===== src/rtl/inst_fifo_pkg.sv =====
// Shared CPU types for the fetch-to-decode instruction buffer.
package inst_fifo_pkg;

    localparam int unsigned INST_FIFO_DEPTH = 16;

    // Decode treats an all-zero instruction word as a no-op.
    localparam logic [31:0] NOP_WORD = 32'h0;

    typedef struct packed {
        logic [31:0] pc;
        logic [31:0] inst;
    } fifo_entry_t;

endpackage


===== src/rtl/inst_fifo.sv =====
// Dual-issue instruction buffer: two pushes from fetch, head/head+1 to the
// master/slave decode slots, zero/one/two retired per cycle.
module inst_fifo
    import inst_fifo_pkg::*;
#(
    parameter int unsigned DEPTH = INST_FIFO_DEPTH
) (
    input  logic        clk,
    input  logic        resetn,
    input  logic        flush,
    input  logic        in_valid1,
    input  logic        in_valid2,
    input  logic [31:0] in_inst1,
    input  logic [31:0] in_inst2,
    input  logic [31:0] in_pc1,
    input  logic [31:0] in_pc2,
    output logic        full,
    output logic        empty,
    input  logic        pop_master,
    input  logic        pop_slave,
    output logic        out_valid1,
    output logic        out_valid2,
    output logic [31:0] out_inst1,
    output logic [31:0] out_inst2,
    output logic [31:0] out_pc1,
    output logic [31:0] out_pc2
);

    localparam int unsigned PTR_W = $clog2(DEPTH);
    localparam int unsigned CNT_W = PTR_W + 1;

    fifo_entry_t        mem [DEPTH];
    logic [PTR_W-1:0]   rd_ptr;
    logic [PTR_W-1:0]   wr_ptr;
    logic [PTR_W-1:0]   rd_ptr_p1;
    logic [PTR_W-1:0]   wr_ptr_p1;
    logic [CNT_W-1:0]   count;
    logic [1:0]         npush;
    logic [1:0]         npop;
    fifo_entry_t        head;
    fifo_entry_t        head_p1;

    // Status is a pure decode of the registered count.
    assign full       = (count > CNT_W'(DEPTH - 2));
    assign empty      = (count == '0);
    assign out_valid1 = (count >= CNT_W'(1));
    assign out_valid2 = (count >= CNT_W'(2));

    assign rd_ptr_p1 = rd_ptr + PTR_W'(1);
    assign wr_ptr_p1 = wr_ptr + PTR_W'(1);

    // Slot2 without slot1 is ignored; pushes while full are dropped.
    always_comb begin
        npush = 2'd0;
        npop  = 2'd0;
        if (in_valid1 && !full) begin
            npush = in_valid2 ? 2'd2 : 2'd1;
        end
        if (pop_master && out_valid1) begin
            npop = (pop_slave && out_valid2) ? 2'd2 : 2'd1;
        end
    end

    // Storage is never cleared; validity comes only from count.
    always_ff @(posedge clk) begin
        if (!flush) begin
            if (npush != 2'd0) begin
                mem[wr_ptr] <= '{pc: in_pc1, inst: in_inst1};
            end
            if (npush == 2'd2) begin
                mem[wr_ptr_p1] <= '{pc: in_pc2, inst: in_inst2};
            end
        end
    end

    always_ff @(posedge clk or negedge resetn) begin
        if (!resetn) begin
            rd_ptr <= '0;
            wr_ptr <= '0;
            count  <= '0;
        end else if (flush) begin
            rd_ptr <= '0;
            wr_ptr <= '0;
            count  <= '0;
        end else begin
            rd_ptr <= rd_ptr + PTR_W'(npop);
            wr_ptr <= wr_ptr + PTR_W'(npush);
            count  <= count + CNT_W'(npush) - CNT_W'(npop);
        end
    end

    assign head    = mem[rd_ptr];
    assign head_p1 = mem[rd_ptr_p1];

    assign out_inst1 = out_valid1 ? head.inst    : NOP_WORD;
    assign out_pc1   = out_valid1 ? head.pc      : 32'h0;
    assign out_inst2 = out_valid2 ? head_p1.inst : NOP_WORD;
    assign out_pc2   = out_valid2 ? head_p1.pc   : 32'h0;

endmodule

===== config.mk =====
export PLATFORM = sky130hd
export DESIGN_NAME = inst_fifo
export DESIGN_NICKNAME = d
export VERILOG_FILES = /design/src/rtl/inst_fifo_pkg.sv /design/src/rtl/inst_fifo.sv
export SDC_FILE = /design/constraint.sdc
export NUM_CORES = 2
export LEC_CHECK = 0
export ABC_CLOCK_PERIOD_IN_PS = 5100
export BUFFER_PORTS_ARGS = -buffer_cell sky130_fd_sc_hd__buf_2
export CORE_ASPECT_RATIO = 1.5
export CORE_UTILIZATION = 41
export DETAILED_ROUTE_END_ITERATION = 7
export PLACE_DENSITY_LB_ADDON = 0.2
export SETUP_SLACK_MARGIN = 0.1
export SYNTH_ARGS = -nofsm -noshare
export SYNTH_HDL_FRONTEND = slang
export SYNTH_SLANG_ARGS = --single-unit

===== constraint.sdc =====
create_clock -name clk -period 5.1 [get_ports clk]
set_clock_uncertainty 0.1 [all_clocks]
set_input_delay 0 -clock clk [delete_from_list [all_inputs] [get_ports clk]]
set_output_delay 0 -clock clk [all_outputs]
set_load 0.01 [all_outputs]

==> results.txt <==
The hold buffer count at CTS is 205. The final global-route overflow total is 0. The run finished with clean final reports.

The sink count of the clock tree is slightly above 1000. The die is between 300 and 400 µm wide. Dividing the detail-routed via count by the number of cells gives ~6.3. The largest voltage drop on the vdd net came out at 0.000367 V.

The total count of hold-check failures in the final report came to 0. The quantity of I/O buffers inserted on ports came out at around 270. The post-synthesis register bit count is roughly 1000. The post-layout minimum cycle time came out at 4620 ps. The global-route wire length before repair is between 200000 and 300000 µm. Setup violations remaining at the end of the flow were counted as 0. The total power after layout is about 30000 µW. The critical path data required time is roughly 5600 ps. The worst-margin pin slew came out at around 1200 ps.

The initial core utilization came out at 41.4%. The number of rows created at floorplan is 172. The final wirelength is between 150000 and 200000 µm. The largest buffer count on any clock path is 3. Dividing the final minimum period by the clock period gives around 91%. The initial antenna violation count is 19.

On the worst path, the slowest cell contributes a delay of approximately 600 ps. The power density of the placed cells came out at approximately 430 nW/µm². In this run, the number of DRC markers left after iteration 0 of detailed routing was 3459. The data arrival time of the critical path is between 5000 and 6000 ps.

The portion of synthesized cell area occupied by the leading cell type is between 50% and 60%. Routability-driven placement finished with a final weighted congestion of 0.782. At the later pin of the worst-skew pair, clock insertion delay measures 740 ps.

The deepest level of the CTS H-tree came out at 3. The DRC violations left came out at 0. The post-synthesis cell count is 3488. After synthesis, the cell types taking the most area are sky130_fd_sc_hd__edfxtp_1 (51%), sky130_fd_sc_hd__mux4_2 (19%), sky130_fd_sc_hd__mux2_2 (18%).

The max-capacitance violation count came out at 0. The count of cells resized by post-cts repair is 0. The maximum clock frequency came out at about 220 MHz. The top cell types in the final layout, fill and taps aside, are sky130_fd_sc_hd__edfxtp_1 (1024), sky130_fd_sc_hd__mux2_2 (984), sky130_fd_sc_hd__mux4_2 (512). The total half-perimeter wirelength after legalization and detailed placement came out at 108000 µm. In this design, the critical path's most frequently occurring cell is sky130_fd_sc_hd__dlygate4sd3_1. The count of nets left with antenna violations once routing finished came out at 0. Setup repair after global routing left no endpoint under its margin. In this run, distinct cell masters in the synthesized netlist total between 40 and 50. The clock transition at the registers of the reported paths came out at ~70 ps.

The number of global-route vias before repair is 37800. The maximum number of pins on one net before global-route repair is roughly 130. The path class of the tightest hold or removal check is in -> reg.

The global routing usage summed across all routing layers came out at approximately a quarter. The warning count from the yosys run came out at 0. Of all nets on the critical path, the largest fanout is 7. The count of pins over their slew limit is 0.

The worst pin sits at a relative slew slack of a little over a fifth. The fraction of registers with async set/reset is approximately 1.3%. In this run the mean area of a mapped cell was 17.4 µm².

The number of setup buffers added after CTS is 0. The cell with the largest stage delay on the worst path is sky130_fd_sc_hd__dlygate4sd3_1. The wire length per cell after detailed routing is about 34 µm. Of all cell types, the one taking the most synthesized area is sky130_fd_sc_hd__edfxtp_1. The post-layout net count came out at just under 4000. The cell area after synthesis came out at 60700 µm². The reported leakage power is 0.0213 µW. The detailed-router iteration count before antenna repair is 5. Across all layers, the routed design uses 36300 vias.

The cell area after placement came out at roughly 64000 µm². The floorplan die height is between 400 and 500 µm. The total clock buffers created by CTS came out at 109. The main flop type after synthesis is sky130_fd_sc_hd__edfxtp_1. The net count after synthesis came out at 3641. TritonCTS built the clock tree. The region available for standard cell placement spans ~150000 µm².

The area growth from synthesis to layout is 14.1%. The number of enable-type register cells in the synthesized netlist is 1024. The filler cells instantiated in the layout total around 13000.

Sequential cells were found to cover between 50% and 60% of the synthesized design area. The final design instance area without fill is 69300 µm². Walking the worst path, the cells encountered are inv_1 -> ha_1 -> or3b_1 -> or2_0 -> and3_1 -> dlygate4sd3_1 -> ha_1 -> dlygate4sd3_1 -> fa_1 -> dlygate4sd3_1 -> nor2_1. Leaving out fill and tap cells, the most frequent cell in the layout is sky130_fd_sc_hd__edfxtp_1. The worst setup path is of the reg -> reg kind. The full die area is 150000 µm². The worst setup path is launched from a flop.

The worst setup path is captured at a flop. The setup TNS is 0 ps. The root buffer selected by CTS is sky130_fd_sc_hd__clkbuf_16.

Final hold analysis gives a worst-case slack of approximately 180 ps. The top-level I/O count came out at about 270. The share of final-layout standard cells stronger than drive strength 1 is a little over half.
[metrics by stage]
stage	utilization, %	instances	worst slack (ps)
global placement	43.5	5363	1470
floorplan	-	3488	82.6
finish	47.3	5771	479
CTS	47.2	5764	529
detailed placement	43.5	5363	1450
global route	47.3	5769	296
[critical path: cells and delay by family, from the launching register on]
kind / cells / cell delay, ps
buffers and inverters: 4 / 1940
and+or+nand+nor: 4 / 1100
adders and majority gates: 3 / 970
DFF: 1 / 380
[power by group]
part | leakage [µW] | switching (µW) | internal [µW]
clock | 0.00167 | 3490 | 4470
combinational | 0.0102 | 6730 | 5590
sequential | 0.00940 | 105 | 9600
[registers in the layout, indices dropped and copies added, names as in the netlist]
signal,cells
mem,1024
rd_ptr,4
count,5
wr_ptr,4
[path summary, 6_finish.rpt]
kind	start	slack, ps	endpoint	cells after the start
setup / recovery	count[4]	480	count[1]	11
hold / removal	flush	180	wr_ptr[1]	3
setup reg to reg	count[4]	480	count[1]	11
hold reg to reg	count[0]	630	count[0]	2
max in group asynchronous	resetn	3960	rd_ptr[1]	3
min in group asynchronous	resetn	430	count[3]	3
[Yosys cell counts, types with 3 or more instances]
library cell and n:
sky130_fd_sc_hd__mux2i_1 256, sky130_fd_sc_hd__buf_6 36, sky130_fd_sc_hd__nor2_2 8, sky130_fd_sc_hd__dfrtp_1 13, sky130_fd_sc_hd__a21oi_1 5, sky130_fd_sc_hd__o22ai_1 144
sky130_fd_sc_hd__edfxtp_1 1024, sky130_fd_sc_hd__mux2_1 40, sky130_fd_sc_hd__mux2_2 984, sky130_fd_sc_hd__nand3_1 3, sky130_fd_sc_hd__ha_1 14, sky130_fd_sc_hd__nand2_1 6
sky130_fd_sc_hd__nor2_1 9, sky130_fd_sc_hd__nor2b_1 7, sky130_fd_sc_hd__buf_2 126, sky130_fd_sc_hd__buf_1 7, sky130_fd_sc_hd__xor2_1 3, sky130_fd_sc_hd__clkbuf_1 179
sky130_fd_sc_hd__inv_1 13, sky130_fd_sc_hd__buf_4 55, sky130_fd_sc_hd__nor2_8 4, sky130_fd_sc_hd__mux4_2 512, sky130_fd_sc_hd__nor2_4 4, sky130_fd_sc_hd__nand2b_1 4
sky130_fd_sc_hd__fa_1 4, sky130_fd_sc_hd__xnor2_1 5
[layer usage]
metal / wire (µm) / global-route usage [%] / share of wire (%) / vias to the layer above
li1: - / - / - / 15100
met1: 80500 / 34.9 / 41 / 19700
met2: 101000 / 45.6 / 51 / 1249
met3: 10800 / 2.92 / 5.5 / 256
met4: 5080 / 7.45 / 2.6 / 6
met5: 33 / 0 / 0.017 / -
[kinds of logic (layout without fill, tap and decap cells)]
| logic type | after synthesis | in the layout | synth area share, % |
|---|---|---|---|
| AO/OA/AOI/OAI | 157 | 157 | 1.66 |
| XOR/XNOR | 8 | 8 | 0.115 |
| adder cells (fa/ha/maj) | 18 | 18 | 0.421 |
| buffers and inverters | 416 | 778 | 3.62 |
| flip-flops | 1037 | 1037 | 51.2 |
| multiplexers | 1792 | 1792 | 42.2 |
| other | 0 | 7 | 0 |
| AND/OR/NAND/NOR | 60 | 60 | 0.728 |
[final cells by class]
| class | count | area [µm²] | share of cell area [%] |
|---|---|---|---|
| flip-flops and latches | 1037 | 31100 | 44.9 |
| multi-input cells | 2035 | 27700 | 40.0 |
| repair buffers | 569 | 4560 | 6.58 |
| clock buffers | 136 | 2910 | 4.21 |
| well taps | 1914 | 2390 | 3.46 |
| clock inverters | 60 | 512 | 0.739 |
| inverters | 13 | 48.8 | 0.0705 |
| diodes | 7 | 17.5 | 0.0253 |
Power figures use the tool's default switching activity.
